$ cat src/rtl/thread_fetch_seq.sv
// Four-thread round-robin instruction-fetch sequencer: drives the FETCH request handshake,
// buffers returned words in a small FIFO toward decode, and handles PC redirects and 0xF-window faults.
module thread_fetch_seq #(
    parameter logic [31:0] RESET_PC   = 32'h0000_0000,
    parameter int          FIFO_DEPTH = 4
) (
    input  logic        clk,
    input  logic        rst,
    input  logic [3:0]  thread_en,
    input  logic        redirect_valid,
    input  logic [1:0]  redirect_thread,
    input  logic [31:0] redirect_pc,
    output logic        f_enable,
    output logic        write_mode,
    output logic [31:0] addr,
    output logic [31:0] data_i,
    output logic [1:0]  thread,
    input  logic [31:0] f_data,
    input  logic        f_ack,
    output logic        instr_valid,
    input  logic        instr_ready,
    output logic [31:0] instr,
    output logic [31:0] instr_pc,
    output logic [1:0]  instr_thread,
    output logic [3:0]  fault
);
    localparam int          AW      = $clog2(FIFO_DEPTH);
    localparam logic [AW:0] DEPTH_C = (AW+1)'(FIFO_DEPTH);
    localparam logic [AW:0] ONE     = (AW+1)'(1);

    localparam logic [1:0] IDLE = 2'd0;
    localparam logic [1:0] REQ  = 2'd1;
    localparam logic [1:0] REL  = 2'd2;

    logic [1:0]          state;
    logic [31:0]         pc [4];
    logic [1:0]          last;
    logic                killed;
    logic [31:0]         mem_data [FIFO_DEPTH];
    logic [31:0]         mem_pc   [FIFO_DEPTH];
    logic [1:0]          mem_thr  [FIFO_DEPTH];
    logic [FIFO_DEPTH-1:0] mem_kill;
    logic [AW-1:0]       wr_ptr;
    logic [AW-1:0]       rd_ptr;
    logic [AW:0]         count;

    logic [3:0]  elig;
    logic        found;
    logic [1:0]  pick;
    logic [1:0]  cand;
    logic        pick_fault;
    logic        can_issue;
    logic        redir_hit;
    logic        drop;
    logic        push;
    logic        pop;
    logic        head_kill;

    assign write_mode = 1'b0;
    assign data_i     = 32'h0;

    always_comb begin
        for (int n = 0; n < 4; n++) begin
            elig[n] = thread_en[n] && !fault[n] && !(redirect_valid && redirect_thread == 2'(n));
        end
    end

    // Round-robin search starting just after the last issued thread.
    always_comb begin
        found = 1'b0;
        pick  = last;
        cand  = last;
        for (int k = 1; k <= 4; k++) begin
            cand = last + 2'(k);
            if (!found && elig[cand]) begin
                found = 1'b1;
                pick  = cand;
            end
        end
    end

    assign pick_fault = (pc[pick][31:28] == 4'hF);
    assign can_issue  = (state == IDLE) && found && !pick_fault && (count < DEPTH_C);
    assign redir_hit  = redirect_valid && (redirect_thread == thread);
    assign drop       = killed || redir_hit;
    assign push       = (state == REQ) && f_ack && !drop;

    assign head_kill    = mem_kill[rd_ptr];
    assign instr_valid  = (count != '0) && !head_kill;
    assign pop          = (count != '0) && (head_kill || instr_ready);
    assign instr        = instr_valid ? mem_data[rd_ptr] : 32'h0;
    assign instr_pc     = instr_valid ? mem_pc[rd_ptr]   : 32'h0;
    assign instr_thread = instr_valid ? mem_thr[rd_ptr]  : 2'd0;

    always_ff @(posedge clk) begin
        if (rst) begin
            state    <= IDLE;
            f_enable <= 1'b0;
            addr     <= 32'h0;
            thread   <= 2'd0;
            last     <= 2'd3;
            killed   <= 1'b0;
            fault    <= 4'h0;
            for (int n = 0; n < 4; n++) pc[n] <= RESET_PC;
            wr_ptr   <= '0;
            rd_ptr   <= '0;
            count    <= '0;
            mem_kill <= '0;
        end else begin
            case (state)
                IDLE: begin
                    if (found && pick_fault) begin
                        fault[pick] <= 1'b1;
                    end else if (can_issue) begin
                        addr     <= pc[pick];
                        thread   <= pick;
                        f_enable <= 1'b1;
                        killed   <= 1'b0;
                        last     <= pick;
                        state    <= REQ;
                    end
                end
                REQ: begin
                    if (redir_hit) killed <= 1'b1;
                    if (f_ack) begin
                        f_enable <= 1'b0;
                        state    <= REL;
                        if (!drop) pc[thread] <= pc[thread] + 32'd4;
                    end
                end
                REL: begin
                    if (!f_ack) state <= IDLE;
                end
                default: state <= IDLE;
            endcase

            // Redirect is applied last so it overrides a same-cycle increment.
            if (redirect_valid) begin
                pc[redirect_thread]    <= {redirect_pc[31:2], 2'b00};
                fault[redirect_thread] <= 1'b0;
                for (int i = 0; i < FIFO_DEPTH; i++) begin
                    if (mem_thr[i] == redirect_thread) mem_kill[i] <= 1'b1;
                end
            end

            if (push) begin
                mem_kill[wr_ptr] <= 1'b0;
                wr_ptr           <= wr_ptr + 1'b1;
            end
            if (pop) rd_ptr <= rd_ptr + 1'b1;

            case ({push, pop})
                2'b10:   count <= count + ONE;
                2'b01:   count <= count - ONE;
                default: count <= count;
            endcase
        end
    end

    always_ff @(posedge clk) begin
        if (push) begin
            mem_data[wr_ptr] <= f_data;
            mem_pc[wr_ptr]   <= addr;
            mem_thr[wr_ptr]  <= thread;
        end
    end
endmodule
$ cat config.mk
export PLATFORM = sky130hd
export DESIGN_NAME = thread_fetch_seq
export DESIGN_NICKNAME = d
export VERILOG_FILES = /design/src/rtl/thread_fetch_seq.sv
export SDC_FILE = /design/constraint.sdc
export NUM_CORES = 1
export LEC_CHECK = 0
export CAP_MARGIN = 0
export CORE_MARGIN = 5
export CORE_UTILIZATION = 51
export CTS_CLUSTER_SIZE = 28
export DETAILED_ROUTE_END_ITERATION = 10
export MAX_ROUTING_LAYER = met4
export PLACE_DENSITY_LB_ADDON = 0.12
export SLEW_MARGIN = 30
export SYNTH_ARGS = -nofsm -noshare
export SYNTH_HDL_FRONTEND = slang
export SYNTH_SLANG_ARGS = --single-unit
$ cat constraint.sdc
create_clock -name clk -period 3.4 [get_ports clk]
set_input_delay 0.34 -clock clk [delete_from_list [all_inputs] [get_ports clk]]
set_output_delay 0.34 -clock clk [all_outputs]
set_load 0.02 [all_outputs]
==> flow_summary.yaml, run 1 <==
status:
  status: "finished, final reports clean"
sta:
  finalSetupViolations: 0
  min_period_ns: 3.182
  timing.setup.tns_ns: 0
  hold_violations: 0
  max_slew_margin_pct: 63.69
  timing.fmax_ghz: 0.3143
  tightest_slew_ns: 0.5446
  fin_skew_ns: 0.02018
  fin_ws_ns: 0.2180
  drv_slew: 0
  grt_setup_unrepaired: "no"
  post-route-period-util_pct: 93.59
  holdWs_ns: 0.3280
floorplanning:
  die_h_um: 209.8
  start_util_pct: 51.34
  die_width_um: 209.8
  design.core.area_um2: 39640
  io_pins: 214
  rows: 73
  dieArea_um2: 44000
placed_design:
  placed_area_um2: 23260
  io_buffers: 178
  gp_congestion: 0.8791
  pre_cts_ws_ns: -0.001931
  hpwlAfterDp_mm: 32.61
clocking:
  clk_latency_ns: 0.58
  numCtsBuffers: 47
  cts_setup_buffers: 0
  clk_pin_slew_worst_paths_ns: 0.05
  root_buffer: "clkbuf_16"
  cts.path.max_buffers: 3
  htreeDepth: 2
  cts_tree: "yes"
  clkSinkCount: 451
cells_and_area:
  layout.nets: 1744
  final_cell_mix: "edfxtp_1 (384), nand2_1 (149), clkdlybuf4s50_1 (145)"
  mostFrequentLayoutCell: "edfxtp_1"
  final_area_um2: 24880
  utilization_pct: 62.77
  drive_above_1_share_pct: 18.88
  n_antenna_cell: 0
  synthToLayoutAreaGrowth_pct: 22.26
detailed_routing:
  firstDrtPassIters: 6
  drtIter0Drc: 1259
  ant_nets: 0
  drcViolationCount: 0
  wirelength_mm: 50.88
  routedWlPerCell_um: 22.87
  vias_per_cell: 5.863
  num_vias: 13050
pwr:
  clockPowerShare_pct: 28.7
  power_frac_seq_pct: 39.4
  ir_drop_v: 0.0004103
  switching_share_pct: 31.29
  pwr-share-comb_pct: 32.0
  power.switching_mw: 5.623
  powerDensity_nw_per_um2: 722.1
  p_leak_nw: 8.701
  intPower_mw: 12.35
global_route:
  grt_first_pass_wirelength_mm: 77.83
  overflow: 0
  grt_max_degree: 58
  grt_pass1_vias: 13220
  grtUsageTotal_pct: 23.49
  antenna_found_initial: 0
synthesis:
  syn_area_per_cell_um2: 14.24
  synth_edf_count: 384
  netlist_area_um2: 20350
  seq_area_frac_synth_pct: 63.24
  synthFlopType: "edfxtp_1"
  ys_async_sr_fraction_pct: 0
  synthCells: 1429
  synth.distinct_cells: 73
  yosys_warnings: 0
  ys_seq_elements: 451
setup_path:
  crit_required_ns: 3.06
  endpoint_kind: "primary output"
  path_class: "reg2out"
  critPathArrivalTime_ns: 2.84
  worstPathMaxFanout: 57
  start_kind: "register"
flow_run:
  drv_cap: 0
worst_hold_path:
  hold_path.class: "in2reg"
[layout make-up]
type	count	area, µm²
Sequential cell	451	12880
Tap cell	525	656.9
Timing Repair Buffer	272	2804
Fill cell	2976	14760
Clock inverter	15	138.9
Multi-Input combinational cell	874	6912
Clock buffer	72	1434
Inverter	16	60.06
[state kept, by name, summed over array words and instances, names as in the netlist, named ones only]
signal    count
mem_data    128
mem_pc      128
pc          128
addr         32
mem_thr       8
fault         4
mem_kill      4
count         3
last          2
rd_ptr        2
state         2
thread        2
wr_ptr        2
f_enable      1
killed        1
[timing repair]
item | 4_1_cts | 5_1_grt
endpoints found under the setup margin | 9 | 24
resized for setup | 9 | 24
hold buffers | 0 | 0
[critical path: stages (launching register included)]
cell and delay, ns:
dfxtp_1 0.38, mux4_2 0.52, or2_4 0.32, buf_12 0.23
nor2b_1 0.13, clkdlybuf4s50_1 0.65
[stage by stage]
step                power (mW)  instances
floorplan                10.61       1461
global placement         12.98       2138
detailed placement       13.03       2138
CTS                      18.17       2225
global route             18.79       2225
finish                   17.97       2225
[path summary, 6_finish.rpt]
path             start  depth (start not counted)           to  slack (ns)
max          rd_ptr[0]                          5  instr_pc[8]        0.22
min                rst                          3     f_enable        0.33
max reg2reg   register                          8    pc[0][31]        0.42
min reg2reg   pc[2][1]                          2     pc[2][1]        0.48
[synth_stat cells (all sizes together) (15+ instances only)]
cell	count	share of area, %
nor3	39	1.0
o21ai	117	2.9
nand2	149	2.7
xor2	24	1.0
dfxtp	67	6.6
inv	16	0.30
nand3	15	0.39
clkbuf	58	1.1
xnor2	20	0.86
a222oi	25	1.2
nor2b	72	2.2
and3	19	0.58
edfxtp	384	57
buf	62	2.2
nor2	84	1.5
mux4	101	11
[power by group through the flow]
stage / Sequential (mW) / Clock (mW) / Combinational [mW]
after floorplan: 7.19 / 0 / 3.42
after global placement: 7.17 / 0 / 5.81
after detailed placement: 7.20 / 0 / 5.83
after CTS: 7.09 / 5.25 / 5.83
after global routing: 7.15 / 5.50 / 6.15
final: 7.07 / 5.15 / 5.74
[logic make-up (layout without fill, tap and decap cells)]
group / count (synthesis) / after routing / synth area share (%)
xor+xnor: 44 / 44 / 1.893
fa+ha+maj: 7 / 7 / 0.4672
buf+inv: 136 / 375 / 3.541
simple gates: 440 / 440 / 10.74
other cells: 1 / 33 / 0.01842
compound gates: 227 / 227 / 7.752
mux: 123 / 123 / 12.34
flops: 451 / 451 / 63.24
[metal layers]
metal / vias to the layer above / track usage, % / wire [µm]
li1: 5901 / - / -
met1: 6560 / 31.51 / 21270
met2: 507 / 37.85 / 24940
met3: 78 / 3.318 / 3563
met4: 0 / 7.201 / 1102
met5: - / - / 0
Power figures use the tool's default switching activity.
==> run 2: changes to the inputs <==
Settings changed: CORE_UTILIZATION 51 to 55, DONT_BUFFER_PORTS set to 1, RECOVER_POWER set to 100.
==> flow_summary.yaml, run 2 (same netlist as run 1, synthesis figures left out) <==
setup_path:
  critPathArrivalTime_ns: 3.43
  crit_required_ns: 3.61
  start_kind: "register"
  reg2regPathDepth: 10
  worstPathMaxFanout: 13
  endpoint_kind: "register"
  path_class: "reg2reg"
status:
  status: "finished, final reports clean"
cells_and_area:
  fin_cells: 2034
  final_area_um2: 23190
  synthToLayoutAreaGrowth_pct: 13.95
  layout.nets: 1608
  final_cell_mix: "edfxtp_1 (384), nand2_1 (149), o21ai_0 (114)"
  top_regs: "mem_data: 128 flops, mem_pc: 128 flops, pc: 128 flops"
  mostFrequentLayoutCell: "edfxtp_1"
  utilization_pct: 63.35
  drive_above_1_share_pct: 17.14
clocking:
  htreeDepth: 2
  root_buffer: "clkbuf_16"
  ctsResizeCount: 0
  clk_pin_slew_worst_paths_ns: 0.06
  clkSinkCount: 451
  cts.path.max_buffers: 3
  numCtsBuffers: 46
  clk_latency_ns: 0.58
  cts_tree: "yes"
sta:
  drv_slew: 0
  grt_setup_unrepaired: "no"
  finalSetupViolations: 0
  post-route-period-util_pct: 94.75
  hold_violations: 0
  tightest_slew_ns: 1.280
  fin_ws_ns: 0.1783
  holdWs_ns: 0.05279
  min_period_ns: 3.222
  max_slew_margin_pct: 14.67
  timing.setup.tns_ns: 0
  timing.fmax_ghz: 0.3104
  fin_skew_ns: 0.01978
pwr:
  power_frac_seq_pct: 43.5
  powerDensity_nw_per_um2: 724.8
  power.switching_mw: 5.474
  switching_share_pct: 32.56
  intPower_mw: 11.34
  p_leak_nw: 7.629
  finalPower_mw: 16.81
  ir_drop_v: 0.0003975
  pwr-share-comb_pct: 26.6
  clockPowerShare_pct: 29.9
detailed_routing:
  num_vias: 12390
  vias_per_cell: 6.090
  firstDrtPassIters: 8
  routedWlPerCell_um: 24.61
  drcViolationCount: 0
  ant_nets: 0
  drtIter0Drc: 1122
  wirelength_mm: 50.05
global_route:
  grt_first_pass_wirelength_mm: 76.44
  grt_pass1_vias: 12730
  grtUsageTotal_pct: 24.87
  grt_max_degree: 64
  overflow: 0
  antenna_found_initial: 2
worst_hold_path:
  hold_path.class: "in2reg"
  min_path_cells: 2
floorplanning:
  rows: 70
  die_width_um: 202.4
  io_pins: 214
  die_h_um: 202.4
  start_util_pct: 55.59
  design.core.area_um2: 36610
  dieArea_um2: 40950
placed_design:
  placed_area_um2: 21110
  gp_congestion: 0.9309
  hpwlAfterDp_mm: 31.50
  numPlacedInstances: 1875
  pre_cts_ws_ns: 0.3090
  io_buffers: 0
flow_run:
  drv_cap: 0
-- run 2: timing repair --
item | 4_1_cts | 5_1_grt
setup buffers | 0 | 0
hold endpoints to repair | 308 | 0
hold buffers | 69 | 0
-- run 2: final timing paths --
kind	from	slack, ns	endpoint
worst max-delay path	state[0]	0.18	pc[1][15]
worst min-delay path	rst	0.05	fault[2]
worst max register to register	state[0]	0.18	pc[1][15]
worst min register to register	pc[0][1]	0.48	pc[0][1]
-- run 2: area by class of cell --
type	instances	area (µm²)
Tap cell	468	585.6
Clock inverter	12	135.1
Clock buffer	74	1378
Antenna cell	2	5.005
Multi-Input combinational cell	874	6882
Timing Repair Buffer	137	1271
Inverter	16	60.06
Fill cell	2729	13420
Sequential cell	451	12880
-- run 2: metal layers --
metal / share of wire, % / routed length [µm] / vias to the layer above / global-route usage [%]
met2: 49 / 24600 / 476 / 40.73
met1: 41 / 20310 / 6199 / 31.75
met4: 2.4 / 1218 / 0 / 7.541
li1: - / - / 5626 / -
met5: 0 / 0 / - / -
met3: 7.8 / 3925 / 87 / 5.134
-- run 2: worst max-delay path: stages (launching register included) --
cell and delay [ns]:
dfxtp_1 0.38, nor2b_1 0.19, nand2_1 0.10, nor3_1 0.36, buf_4 0.25, nand2b_1 0.22, nor2_1 0.18, and2_0 0.46
nor3_1 0.18, inv_1 0.10, clkbuf_2 0.41
-- run 2: power groups by stage --
stage	Combinational, mW	Clock [mW]	Sequential (mW)
finish	4.47	5.02	7.31
detailed placement	4.48	0	7.45
floorplan	3.42	0	7.19
CTS	4.61	5.12	7.33
global placement	4.44	0	7.41
global route	4.81	5.37	7.39
